### src/rtl/stack_arb_pkg.sv
// Shared types and constants for the two-port stack arbiter.
package stack_arb_pkg;

    localparam int DEF_DATA_W = 8;
    localparam int DEF_DEPTH  = 8;
    localparam int DEF_CNT_W  = 4;

    localparam logic OP_PUSH = 1'b1;
    localparam logic OP_POP  = 1'b0;

    typedef enum logic [1:0] {
        IDLE = 2'b00,
        EXEC = 2'b01,
        RESP = 2'b10
    } state_e;

    function automatic logic [1:0] id_to_onehot(input logic id);
        return id ? 2'b10 : 2'b01;
    endfunction

endpackage

### src/rtl/stack_arbiter_lifo_core.sv
// LIFO storage plus occupancy counter; data_out holds popped data for one cycle, else 0.
module lifo_core
    import stack_arb_pkg::*;
#(
    parameter int DATA_W = DEF_DATA_W,
    parameter int DEPTH  = DEF_DEPTH,
    parameter int CNT_W  = DEF_CNT_W
) (
    input  logic              clk,
    input  logic              reset,
    input  logic              enable,
    input  logic              push_pop,
    input  logic [DATA_W-1:0] data_in,
    output logic [DATA_W-1:0] data_out,
    output logic              empty,
    output logic              full
);

    localparam int IDX_W = $clog2(DEPTH);

    logic [DATA_W-1:0] mem_r [DEPTH];
    logic [CNT_W-1:0]  count_r;
    logic [DATA_W-1:0] data_r;
    logic [IDX_W-1:0]  wr_idx_s;
    logic [IDX_W-1:0]  rd_idx_s;
    logic              wr_en_s;

    assign empty    = (count_r == {CNT_W{1'b0}});
    assign full     = (count_r == CNT_W'(DEPTH));
    assign wr_idx_s = count_r[IDX_W-1:0];
    assign rd_idx_s = wr_idx_s - IDX_W'(1);
    assign wr_en_s  = !reset && enable && (push_pop == OP_PUSH) && !full;
    assign data_out = data_r;

    // Storage array; contents survive reset and are unreachable while empty.
    always_ff @(posedge clk) begin
        if (wr_en_s) begin
            mem_r[wr_idx_s] <= data_in;
        end
    end

    // Occupancy counter and pop data register; both saturate rather than wrap.
    always_ff @(posedge clk) begin
        if (reset) begin
            count_r <= {CNT_W{1'b0}};
            data_r  <= {DATA_W{1'b0}};
        end else if (enable && (push_pop == OP_PUSH)) begin
            data_r <= {DATA_W{1'b0}};
            if (!full) begin
                count_r <= count_r + CNT_W'(1);
            end
        end else if (enable && !empty) begin
            data_r  <= mem_r[rd_idx_s];
            count_r <= count_r - CNT_W'(1);
        end else begin
            data_r <= {DATA_W{1'b0}};
        end
    end

endmodule

### src/rtl/stack_arbiter.sv
// Two-requester arbiter/sequencer in front of a shared LIFO.
// STACK_ARB_PRIORITY_EN selects fixed priority (requester 0 wins ties) instead of round-robin.
module stack_arbiter
    import stack_arb_pkg::*;
#(
    parameter int DATA_W = DEF_DATA_W,
    parameter int DEPTH  = DEF_DEPTH,
    parameter int CNT_W  = DEF_CNT_W
) (
    input  logic              clk,
    input  logic              reset,
    input  logic [1:0]        req,
    input  logic [1:0]        op,
    input  logic [DATA_W-1:0] wdata0,
    input  logic [DATA_W-1:0] wdata1,
    output logic [1:0]        gnt,
    output logic [1:0]        done,
    output logic              err,
    output logic [DATA_W-1:0] rdata,
    output logic              stack_empty,
    output logic              stack_full,
    output logic              busy
);

    state_e            state_r;
    state_e            state_nxt_s;
    logic              id_r;
    logic              op_r;
    logic [DATA_W-1:0] wdata_r;
    logic [1:0]        gnt_r;
    logic [1:0]        done_r;
    logic              err_r;
    logic              win_s;
    logic              latch_s;
    logic              exec_s;

`ifdef STACK_ARB_PRIORITY_EN
`else
    logic              ptr_r;

    // Last-grant pointer, refreshed whenever a command is latched.
    always_ff @(posedge clk) begin
        if (reset) begin
            ptr_r <= 1'b1;
        end else if (latch_s) begin
            ptr_r <= win_s;
        end else begin
            ptr_r <= ptr_r;
        end
    end
`endif

    // Winner selection among the active requesters.
    always_comb begin
        win_s = 1'b0;
        if (req == 2'b11) begin
`ifdef STACK_ARB_PRIORITY_EN
            win_s = 1'b0;
`else
            win_s = ~ptr_r;
`endif
        end else if (req == 2'b10) begin
            win_s = 1'b1;
        end else begin
            win_s = 1'b0;
        end
    end

    // Next-state logic: IDLE -> EXEC -> RESP -> IDLE.
    always_comb begin
        state_nxt_s = state_r;
        latch_s     = 1'b0;
        case (state_r)
            IDLE: begin
                if (req != 2'b00) begin
                    state_nxt_s = EXEC;
                    latch_s     = 1'b1;
                end else begin
                    state_nxt_s = IDLE;
                end
            end
            EXEC:    state_nxt_s = RESP;
            RESP:    state_nxt_s = IDLE;
            default: state_nxt_s = IDLE;
        endcase
    end

    assign exec_s = (state_r == EXEC);

    // State, command latch and response registers.
    always_ff @(posedge clk) begin
        if (reset) begin
            state_r <= IDLE;
            id_r    <= 1'b0;
            op_r    <= OP_POP;
            wdata_r <= {DATA_W{1'b0}};
            gnt_r   <= 2'b00;
            done_r  <= 2'b00;
            err_r   <= 1'b0;
        end else begin
            state_r <= state_nxt_s;
            if (latch_s) begin
                id_r    <= win_s;
                op_r    <= op[win_s];
                wdata_r <= win_s ? wdata1 : wdata0;
            end
            gnt_r  <= latch_s ? id_to_onehot(win_s) : 2'b00;
            done_r <= exec_s ? id_to_onehot(id_r) : 2'b00;
            err_r  <= exec_s ? ((op_r == OP_POP) ? stack_empty : stack_full) : 1'b0;
        end
    end

    lifo_core #(
        .DATA_W (DATA_W),
        .DEPTH  (DEPTH),
        .CNT_W  (CNT_W)
    ) u_lifo (
        .clk      (clk),
        .reset    (reset),
        .enable   (exec_s),
        .push_pop (op_r),
        .data_in  (wdata_r),
        .data_out (rdata),
        .empty    (stack_empty),
        .full     (stack_full)
    );

    // A pulse already on the wire is suppressed as soon as reset aborts the command.
    assign gnt  = gnt_r  & {2{~reset}};
    assign done = done_r & {2{~reset}};
    assign err  = err_r;
    assign busy = (state_r != IDLE);

endmodule

### config.mk
export PLATFORM = sky130hd
export DESIGN_NAME = stack_arbiter
export DESIGN_NICKNAME = d
export VERILOG_FILES = /design/src/rtl/stack_arb_pkg.sv /design/src/rtl/stack_arbiter_lifo_core.sv /design/src/rtl/stack_arbiter.sv
export SDC_FILE = /design/constraint.sdc
export NUM_CORES = 1
export LEC_CHECK = 0
export CAP_MARGIN = 5
export CELL_PAD_IN_SITES_DETAIL_PLACEMENT = 0
export CELL_PAD_IN_SITES_GLOBAL_PLACEMENT = 2
export CORE_AREA = 2 2 76 133
export DETAILED_ROUTE_END_ITERATION = 12
export DIE_AREA = 0 0 78 135
export PLACE_DENSITY = 0.82
export SKIP_LAST_GASP = 1
export SLEW_MARGIN = 20
export SYNTH_ARGS = -nofsm -noshare
export SYNTH_HDL_FRONTEND = slang
export SYNTH_SLANG_ARGS = --single-unit
### constraint.sdc
create_clock -name clk -period 2.53 [get_ports clk]
set_clock_uncertainty 0.05 [all_clocks]
set_input_delay 0.506 -clock clk [delete_from_list [all_inputs] [get_ports clk]]
set_output_delay 0.506 -clock clk [all_outputs]
set_load 0.1 [all_outputs]
## Word level (Yosys, flattened, before mapping)

Memory sizes are Yosys's and may differ from the RTL's. A register that Yosys moved wholly into a read port is not among the register bits.
Index checks and enable logic that the tools add are counted.

| word-level totals | value |
|---|---|
| register bits after elaboration | 22 |
| RAM bits | 64 |
| output and inout port bits | 16 |
| word-level logic and storage cells | 60 |
| memories | 1 |

| cells by class | value |
|---|---|
| add/sub/neg operators | 3 |
| $lt $le $gt $ge | 1 |
| equality and inequality tests | 5 |
| multiplexer cells | 17 |
| bitwise logic cells | 7 |
| reduce and logical (&&, ||, !) cells | 17 |

Memories:

| memory | words | width | rd ports | clocked after memory_dff | write ports | RTL line | RTL |
|---|---|---|---|---|---|---|---|
| u_lifo.mem_r | 8 | 8 | 1 | 1 | 1 | stack_arbiter_lifo_core.sv:21 | `logic [DATA_W-1:0] mem_r [DEPTH];` |

Operators with widths:

| operator | count |
|---|---|
| 4-bit 2-to-1 mux | 3 |
| 1-bit 2-to-1 mux | 10 |
| 8-bit 2-to-1 mux | 1 |
| 2-bit nonzero test | 3 |
| 1-bit logical AND | 5 |
| 1-bit inverter | 5 |
| 4-bit by 1-bit adder with 4-bit output (second input constant) | 1 |
| 2-bit bitwise AND | 2 |
| 2-bit == test (second input constant) | 2 |
| 4-bit == test (second input constant) | 1 |
| 4-bit zero test | 1 |
| 2-bit 2-to-1 mux | 2 |
| 2-bit one-hot mux with 2 select lines | 1 |
| 2-bit OR reduction | 2 |
| 4-bit by 1-bit subtractor with 4-bit output (second input constant) | 1 |
| 1-bit zero test | 3 |
| 3-bit OR reduction | 1 |
| 3-bit by 1-bit subtractor with 3-bit output (second input constant) | 1 |
| 2-bit by 1-bit == test with 1-bit output (second input constant) | 1 |
| 2-bit zero test | 1 |
| 1-bit by 2-bit less-than comparator with 1-bit output (second input constant) | 1 |
| 2-bit != test (second input constant) | 1 |
| 2-bit AND reduction | 1 |

## Logic depth before layout (Yosys ltp)

Gate-level depths: netlist (run 1).

| depth | value |
|---|---|
| depth after elaboration | 6 |
| gate-level depth with buffers | 8 |
| gate-level depth less buffers | 7 |

## Cells and area by module

Synthesis (run 1) repeated with hierarchy kept, for this count alone.

| unflattened totals | value |
|---|---|
| cells, all modules | 259 |
| area total of the unflattened synthesis | 3792.4 sq um |

By module, submodules not included:

| module | instances | cells an instance | area each (sq um) | seq. area each (sq um) |
|---|---|---|---|---|
| lifo_core | 1 | 171 | 3034.2 | 2162.1 |
| stack_arbiter | 1 | 88 | 758.2 | 360.3 |

## Worst setup path after synthesis (run 1)

OpenSTA, ideal clock, no wires.

| timing path | value |
|---|---|
| path kind | reg2out |
| start | register u_lifo.count_r[0] |
| end | output port stack_empty |
| arrival | 3096 ps |
| required time | 1974 ps |
| path slack | -1122 ps |
| cell stages (with the launch flop) | 5 |
| path through | dfxtp_1 buf_4 inv_1 ha_1 nor3b_1 |

| on the way | value |
|---|---|
| longest elaborated chain between the ends | 1 |

Ends and longest elaborated chain:

| what | RTL line | RTL |
|---|---|---|
| from (decl) | stack_arbiter_lifo_core.sv:22 | `logic [CNT_W-1:0] count_r;` |
| from (signal assigned) | stack_arbiter_lifo_core.sv:45 | `count_r <= {CNT_W{1'b0}};` |
| from (signal assigned) | stack_arbiter_lifo_core.sv:50 | `count_r <= count_r + CNT_W'(1);` |
| from (signal assigned) | stack_arbiter_lifo_core.sv:54 | `count_r <= count_r - CNT_W'(1);` |
| 4-bit zero test | stack_arbiter_lifo_core.sv:28 | `assign empty = (count_r == {CNT_W{1'b0}});` |
| to (decl) | stack_arbiter.sv:20 | `output logic stack_empty,` |

Every way passes these cells.

## Final worst setup path (run 1)

| timing path | value |
|---|---|
| start | register u_lifo.count_r[1] |
| end | output port stack_full |

| on the way | value |
|---|---|
| longest elaborated chain between the ends | 1 |

Ends and longest elaborated chain:

| what | RTL line | RTL |
|---|---|---|
| 4-bit == test | stack_arbiter_lifo_core.sv:29 | `assign full = (count_r == CNT_W'(DEPTH));` |
| to (decl) | stack_arbiter.sv:21 | `output logic stack_full,` |

Every way passes these cells.

==> reports/metrics.yaml, run 1 <==
outcome: "finished clean"
timing.final.max_slew_violations: 0
yosysSeqAreaShare_pct: 67.8
final_util_pct: 49.2
synth_nets: 268
powerDensity_mw_per_mm2: 873
insertion_delay_ps: 340
crit_required_ps: 1970
final_nets: 320
critical_path.top_delay_family: "flip-flops"
clk_pin_slew_ps: 60
cp-end-kind: "output pin"
grt_pass1_vias: 2165
slowest_delay_ps: 470
p_leak_nw: 1.59
hpwl_mm: 5.29
die_h_um: 135
grt_overflow: 0
maxSlewHeadroom_pct: 57.1
area_delta_synth_final_pct: 24.5
drive_above_1_share_pct: 24.7
gp_congestion: 0.793
finalSetupTns_ps: 0
die_area_mm2: 0.0105
drt_wl_total_mm: 7.12
critical_path_arrival_ps: 1820
cts.sink_count: 94
portBuffers: 37
ant_nets: 0
cts_htree_levels: 3
cts_resized: 0
cp_max_fo: 6
path_class: "flop to output pin"
start_util_pct: 39.5
pre_cts_slack_ps: 319
hold_ws_ps: 461
path_cells: "inv_1, ha_1, nor2b_2, and2_2, buf_12"
rows: 47
final_common_cell: "edfxtp_1"
fillCellCount: 817
whs_path_depth: 1
drt_iter0_drc: 84
netlist_area_mm2: 0.00372
numCtsBuffers: 9
dp.cells: 405
start_kind: "flop"
slowest_stage: "dfxtp_1"
ys_top_cells_by_area: "edfxtp_1 52%, dfxtp_1 16%, mux4_2 9.7%"
wl_per_cell_um: 16.9
fp.dieW_um: 78
setup_violations: 0
r2r.worst_path.cells: 7
post-route-cell-area_mm2: 0.00463
rsz0062_at_grt: "no"
root_buffer: "clkbuf_16"
worst-path-buf-inv: 2
clockBufferDepth: 2
route.detailed.drc: 0
synth_cells: 242
drv_cap: 0
post-route-period-util_pct: 93.9
report.final.hold_viol_count: 0
grt_max_degree: 21
viasPerCell: 4.88
instances_no_fill: 421
period_needed_ps: 2380
antenna_found_initial: 0
worstSetupPathDepth: 5
synth_cell_types: 40
grt_first_pass_wirelength_mm: 11.4
power_mw: 4.04
core_area_mm2: 0.00941
antenna_cells: 0
fmaxAchievable_mhz: 421
yosys_warnings: 0
yosys_register_bits: 94
dr.pass1.iters: 4
dpl_cell_area_mm2: 0.00433
synth_area_leader_cell: "edfxtp_1"
hp-class: "flop to flop"
track_usage_pct: 15.0
worst_slew_pin_slew_ps: 641
vias: 2053
synth_top_area_share_pct: 51.7
post_cts_buffers: 0
vdd_drop_max_mv: 0.953
final_cell_mix: "64 x edfxtp_1, 30 x dfxtp_1, 24 x nor2_1, 24 x buf_4"
cts_hold_buf: 0
worst_slack_ps: 154
io_pins: 38
cts_tree: "yes"
postSynthAreaPerCell_um2: 15.4
## cell families after synthesis
| logic type | after synthesis | share of synthesized area, % |
|---|---|---|
| xor+xnor | 5 | 1.18 |
| mux | 26 | 12.4 |
| simple gates | 67 | 8.38 |
| compound gates | 32 | 6.46 |
| fa+ha+maj | 4 | 1.55 |
| buf+inv | 14 | 2.22 |
| flops | 94 | 67.8 |
## area by class of cell
| cell class | instances | area [µm²] | share of cell area [%] |
|---|---|---|---|
| multi-input cells | 134 | 1130 | 24.4 |
| clock buffers | 10 | 250 | 5.41 |
| repair buffers | 51 | 510 | 11.0 |
| well taps | 122 | 153 | 3.30 |
| inverters | 4 | 15.0 | 0.324 |
| clock inverters | 6 | 50.0 | 1.08 |
| flip-flops and latches | 94 | 2520 | 54.5 |
## cells in the mapped netlist
library cell / number
nand2b_1: 1
nor3_1: 3
a21boi_4: 1
a211oi_2: 2
dfxtp_1: 30
nor2b_1: 5
buf_2: 3
or2b_1: 1
a41oi_1: 1
and2_2: 1
o21ai_0: 1
nor3b_1: 1
o211ai_1: 1
inv_1: 4
and3_2: 1
mux4_2: 16
a2111oi_0: 1
xor2_1: 1
and2_1: 2
nand3_1: 2
ha_1: 3
a22oi_1: 1
mux2i_1: 10
nand3_2: 1
buf_6: 2
nor2_1: 24
or2_2: 1
a21oi_1: 11
nor2_2: 2
edfxtp_1: 64
fa_1: 1
and3b_1: 1
a211oi_1: 9
o21a_1: 1
a31oi_1: 2
nand2_1: 21
buf_4: 3
a21oi_4: 1
clkbuf_1: 2
xnor2_1: 4
## flip-flops by register name, summed over array words and instances (netlist names)
register	flops
wdata_r	8
u_lifo.mem_r	64
gnt_r	2
state_r	2
id_r	1
u_lifo.count_r	4
op_r	1
done_r	2
err	1
ptr_r	1
u_lifo.data_out	8
## power breakdown
part / total (mW) / internal [mW] / switching, mW / leakage (nW)
Combinational: 0.935 / 0.376 / 0.559 / 0.620
Clock: 1.31 / 0.739 / 0.573 / 0.143
Sequential: 1.80 / 1.71 / 0.0838 / 0.831
Total: 4.04 / 2.83 / 1.22 / 1.59
## metal layers
metal	vias up	GRT usage, %	part of all wire [%]
met5	-	0	0
met4	0	8.58	3.4
met3	16	3.34	3.3
met2	47	27.3	56
met1	972	15.7	37
li1	1018	-	-
## worst reg2reg max path, cell delays in order, from the launching register on
cell,delay (ps)
dfxtp_1,330
and3b_1,290
inv_1,140
ha_1,350
a21oi_1,300
a2111oi_0,150
a41oi_1,190
o211ai_1,130
## final timing paths
check | startpoint | to | slack (ps)
setup / recovery | u_lifo.count_r[1]$_SDFFE_PP0P_ | stack_full | 150
hold / removal | id_r$_SDFFE_PP0N_ | done_r[0]$_SDFF_PP0_ | 460
setup reg to reg | state_r[1]$_SDFF_PP0_ | u_lifo.count_r[3]$_SDFFE_PP0P_ | 470
hold reg to reg | id_r$_SDFFE_PP0N_ | done_r[0]$_SDFF_PP0_ | 460
Power figures use the tool's default switching activity.
==> run 2, diff against run 1 <==
- ABC_AREA: not set -> 1
- CORE_AREA: 2 2 76 133 -> 2 2 81 141
- DIE_AREA: 0 0 78 135 -> 0 0 83 143
==> run 2 against run 1 <==
  * Worst setup slack better by 280 ps
  * Synthesized cell count up 48%
  * Via count up 26%
  * Final area up 2.5%
  * Routed wire length up 13%
  * Largest cell class unchanged
  * Largest power group unchanged
  * Highest routed layer unchanged
==> reports/metrics.yaml, run 2 <==
synth-simple-area-share_pct: 15.9  # +7.5 points
antenna_found_initial: 0  # unchanged
core_area_mm2: 0.0107  # +14%
powerDensity_mw_per_mm2: 835  # -4.4%
numCtsBuffers: 9  # unchanged
vias: 2585  # +26%
drt_iter0_drc: 295  # +250%
regMostFlops: "u_lifo.mem_r"
cts.sink_count: 94  # unchanged
synth_top_family_by_area: "simple AND/OR/NAND/NOR gates"
p_sw_mw: 1.13  # -7.4%
cp-end-kind: "output pin"
synth_cells: 358  # +48%
synth_common_cells: "83 x nor2_1, 64 x edfxtp_1, 64 x o21ai_0"
maxSlewHeadroom_pct: 60.5  # +3.4 points
timing.final.max_slew_violations: 0  # unchanged
synthArstFlopShare_pct: 0  # unchanged
drt_wl_total_mm: 8.03  # +13%
postSynthAreaPerCell_um2: 10.5  # -32%
final_nets: 438  # +37%
yosys_warnings: 0  # unchanged
final_common_cell: "nor2_1"
netlist_area_mm2: 0.00376  # +1.1%
portBuffers: 37  # unchanged
drive_above_1_share_pct: 16.8  # -8.0 points
outcome: "finished clean"
clockBufferDepth: 2  # unchanged
met3_usage_pct: 3.29  # -0.047 points
dpl_cell_area_mm2: 0.00441  # +2.1%
met2_usage_pct: 28.3  # +1.0 points
cts_htree_levels: 3  # unchanged
pwr-share-seq_pct: 44.6  # +0.2 points
root_buffer: "clkbuf_16"
synth_compound_area_share_pct: 10.8  # +4.4 points
cts_tree: "yes"
grt_overflow: 0  # unchanged
rows: 50  # +6.4%
fmaxAchievable_mhz: 478  # +14%
report.final.hold_viol_count: 0  # unchanged
track_usage_pct: 14.2  # -0.83 points
yosysSeqAreaShare_pct: 67.1  # -0.74 points
synth-edff-count: 64  # unchanged
ys.flop_type: "edfxtp_1"
clk_pin_slew_ps: 60  # about the same
drv_cap: 0  # unchanged
synth-xor-area-share_pct: 0.666  # -0.51 points
grt-busiest-layer: "met2"
cp_max_fo: 9  # +3
synth.most_common_cell: "nor2_1"
hpwl_mm: 5.90  # +12%
setup_violations: 0  # unchanged
synthMuxAreaShare_pct: 0  # -12 points
post_cts_buffers: 0  # unchanged
gp_congestion: 0.765  # -3.5%
worst_slew_pin_slew_ps: 592  # -49.2 ps
rsz0062_at_grt: "no"
vdd_drop_max_mv: 0.445  # -53%
die_area_mm2: 0.0119  # +13%
grt_pass1_vias: 2536  # +17%
synth_top_area_share_pct: 51.1  # -0.57 points
start_kind: "input pin"
period_needed_ps: 2090  # -283 ps
grt_first_pass_wirelength_mm: 12.6  # +10%
synth_area_leader_cell: "edfxtp_1"
pwr-share-comb_pct: 18.6  # -4.5 points
viasPerCell: 4.73  # -3.1%
fillCellCount: 996  # +22%
finalSetupTns_ps: 0  # unchanged
post-route-cell-area_mm2: 0.00474  # +2.5%
antenna_cells: 0  # unchanged
final_cell_mix: "83 x nor2_1, 64 x o21ai_0, 64 x edfxtp_1"
internal-power_mw: 2.83  # +0.24%
critical_path_arrival_ps: 1540  # -280 ps
wl_per_cell_um: 14.7  # -13%
cts_hold_buf: 0  # unchanged
io_pins: 38  # unchanged
route.detailed.drc: 0  # unchanged
post-route-period-util_pct: 82.7  # -11 points
use_met1_pct: 13.4  # -2.3 points
fp.dieW_um: 83  # +6.4%
ys_top_cells_by_area: "edfxtp_1 51%, dfxtp_1 16%, o21ai_0 8.5%"
grt_max_degree: 38  # +81%
hold_ws_ps: 400  # -60.9 ps
crit_required_ps: 1970  # about the same
dr.pass1.iters: 6  # +2
p_leak_nw: 1.79  # +13%
switching_share_pct: 28.4  # -1.6 points
synthAdderAreaFrac_pct: 1.53  # -0.017 points
insertion_delay_ps: 340  # about the same
start_util_pct: 35.1  # -4.4 points
yosys_register_bits: 94  # unchanged
synth_cell_types: 25  # -38%
synth_nets: 384  # +43%
path_class: "input pin to output pin"
ant_nets: 0  # unchanged
largest_reg_flops: 64  # unchanged
die_h_um: 143  # +5.9%
area_delta_synth_final_pct: 26.2
cts_resized: 0  # unchanged
clkPwrFrac_pct: 36.8  # +4.4 points
hp-class: "flop to flop"
## run 2: changes by cell type after synthesis, sizes merged, moves of 5 or more
cell / change
a21oi: -9
o21ai: +66
a31oi: +7
nor3: +5
inv: +15
nand2: +22
nor2b: -5
mux2i: -10
a211oi: -11
nor2: +60
mux4: -16
## run 2: power groups by stage
stage,clock network (mW),logic [mW],registers (mW)
4_1_cts,1.49,0.750,1.77
2_1_floorplan,0,0.457,1.82
6_report,1.46,0.738,1.77
3_3_place_gp,0,0.745,1.80
5_1_grt,1.55,0.816,1.77
3_5_place_dp,0,0.749,1.80
## run 2: layout make-up
| type | count | area (µm²) | share of cell area [%] |
|---|---|---|---|
| clock inverters | 7 | 104 | 2.19 |
| clock buffers | 9 | 225 | 4.75 |
| well taps | 130 | 163 | 3.43 |
| flip-flops and latches | 94 | 2520 | 53.2 |
| repair buffers | 59 | 571 | 12.0 |
| inverters | 19 | 71.3 | 1.50 |
| multi-input cells | 229 | 1090 | 22.9 |
## run 2: logic make-up after synthesis
family | Yosys count
XOR/XNOR | 2
buffers and inverters | 35
flip-flops | 94
AO/OA/AOI/OAI | 79
adder cells (fa/ha/maj) | 4
AND/OR/NAND/NOR | 144
## run 2: critical path, stage by stage
cell,delay (ps)
clkdlybuf4s50_1,430
buf_4,190
nor2_1,200
buf_12,210
## run 2: metrics by stage
stage                     setup WS [ps]  cells  util [%]  total power [mW]
after global placement              441    531      41.3              2.54
after CTS                           408    547      44.3              4.00
after global routing                344    547      44.3              4.14
after detailed placement            430    531      41.3              2.55
after floorplan                    37.8    358         -              2.28
final                               437    547      44.3              3.96
## run 2: path summary, 6_finish.rpt
check,start,end,slack (ps),depth (start not counted)
worst max-delay path,reset,done[1],440,4
worst min-delay path,id_r$_SDFFE_PP0N_,done_r[0]$_SDFF_PP0_,400,1
worst max register to register,u_lifo.count_r[1]$_SDFFE_PP0P_,u_lifo.data_out[7]$_SDFF_PP0_,590,7
worst min register to register,id_r$_SDFFE_PP0N_,done_r[0]$_SDFF_PP0_,400,1
## run 2: routing by layer
layer  share of wire (%)  vias up
li1                    -     1331
met1                  37     1191
met2                  58       51
met3                 3.0       12
met4                 2.7        0
met5                   0        -
==> patch: new RTL, config.mk and constraints of run 2 <==
Re-encode `state_e` (3 states) as one-hot, 3 bits wide.
--- a/src/rtl/stack_arb_pkg.sv
+++ b/src/rtl/stack_arb_pkg.sv
@@ -8,10 +8,10 @@
     localparam logic OP_PUSH = 1'b1;
     localparam logic OP_POP  = 1'b0;
 
-    typedef enum logic [1:0] {
-        IDLE = 2'b00,
-        EXEC = 2'b01,
-        RESP = 2'b10
+    typedef enum logic [2:0] {
+        IDLE = 3'b001,
+        EXEC = 3'b010,
+        RESP = 3'b100
     } state_e;
 
     function automatic logic [1:0] id_to_onehot(input logic id);
Function: no difference found for any inputs over 10 cycles, from zero or initial values and one cycle with reset high; not proved beyond that.
==> patch against run 2 <==
Setup slack worse by 0.095 ns; synthesized cell count is 2.0% higher; synthesized area is 3.3% higher; sequential cell count is 1 higher; critical endpoint is now stack_full; critical path type is now flop to output port; design area is 0.55% lower; routed wire length is 10% higher.
Power is not compared: it rests on default switching activity, and its combinational part moved more than twofold at a synthesized area within 25%.
==> patch: results (changes against run 2) <==
The unique cell type count in the Yosys netlist came out at 29 (+16%). The number of cells after detailed placement is 530 (-0.19%). The number of search-and-repair iterations in the first detailed-routing pass is 5 (-1). The sum of routed wire length over all layers came out at 8.848 mm (+10%).

The fraction of layout instances using a drive strength above 1 came out at 14.90% (-1.9 points). On the critical path, the stage with the largest delay is an instance of dfxtp_1. The highest fanout seen on the critical path came to 6 (-3).

The routed wirelength normalized by instance count is 16.21 µm (+10%). The measured slew at the worst slew-check pin was 0.4328 ns (-0.1591 ns). The global-route met3 utilization is 3.006% (-0.29 points). The synthesized net count was 391 (+1.8%). The via count of the first global-routing pass came out at 2673 (+5.4%). The global routing met1 resource utilization is 16.09% (+2.7 points). The number of vias in the routed layout came out at 2643 (+2.2%). By count the netlist is led by nor2_1, edfxtp_1, o21ai_0. The post-route met1 wirelength came to 3.284 mm (+12%). The flow ran to the end, and the final reports show no timing, DRC or antenna violations. The data arrival at the endpoint of the critical path came to 1.63 ns (+0.09 ns). The largest net degree at the start of global routing came out at 37 (-2.6%). By area the synthesized netlist is led by edfxtp_1, dfxtp_1, nor2_1, o21ai_0, a21oi_1. The area fraction in compound gates after synthesis is 12.38% (+1.6 points).

The routability congestion estimate is 0.7616 (-0.48%). The placed wire-length estimate after detailed placement is 6.715 mm (+14%). The DRC violation total after the first TritonRoute iteration is 147 (-50%). The adder-cell share of the synthesized area is 1.482% (-0.048 points). The worst slack after detailed placement is 0.3397 ns (-0.09073 ns). The area share of the leading cell type in the synthesized netlist came out at 49.50% (-1.6 points). The global-route total usage across every layer came to 15.96% (+1.8 points). The xor and xnor area share after synthesis came out at 0.6445% (-0.021 points). The amount of wire on met2 after detailed routing is 5.062 mm (+9.3%). The final layout net count is 437 (-0.23%). The total length of routed met3 wires came out at 215 µm (-12%). The stage delay of the slowest cell on the critical path is 0.37 ns (-0.06 ns). The first-pass GRT wire length is 14.15 mm (+12%).
==> patch: cell count changes in the layout (fill, tap and decap cells not counted), moves of 3 or more <==
cell,run 2,this run
a21oi_1,3,29
o21ai_0,64,47
nor2_1,83,70
a31oi_1,9,0
inv_1,13,22
o22ai_1,0,8
buf_4,32,26
nand2_2,4,0
clkinv_2,0,3
==> patch: final cells by class <==
class                      count  area (µm²)
fill                        1025        5981
sequential                    95        2542
multi-input combinational    224        1097
timing repair buffer          53       525.5
clock buffer                  11       232.7
tap                          130       162.7
inverter                      28       107.6
clock inverter                 5       48.80
==> patch: path summary, 6_finish.rpt <==
kind | slack (ns) | from | end | depth (start not counted)
setup / recovery | 0.34 | u_lifo.count_r[1]$_SDFFE_PP0P_ | stack_full | 5
hold / removal | 0.41 | id_r$_SDFFE_PP0N_ | done_r[0]$_SDFF_PP0_ | 1
setup reg to reg | 0.40 | u_lifo.count_r[1]$_SDFFE_PP0P_ | u_lifo.mem_r[3][0]$_DFFE_PP_ | 8
hold reg to reg | 0.41 | id_r$_SDFFE_PP0N_ | done_r[0]$_SDFF_PP0_ | 1
==> patch: logic make-up (layout without fill, tap and decap cells) <==
family,after synthesis,count (layout)
adders and majority gates,4,4
xor gates and xnor gates,2,2
DFF,95,95
buffers and inverters,46,97
AOI/OAI and AO/OA,91,91
and+or+nand+nor,127,127
==> patch: power groups by stage <==
stage	combinational [W]	clock, W	sequential [W]
3_5_place_dp	0.000322	0	0.00184
5_1_grt	0.000354	0.00137	0.00181
6_report	0.000319	0.00127	0.00180
4_1_cts	0.000324	0.00130	0.00181
3_3_place_gp	0.000321	0	0.00184
2_1_floorplan	0.000220	0	0.00180
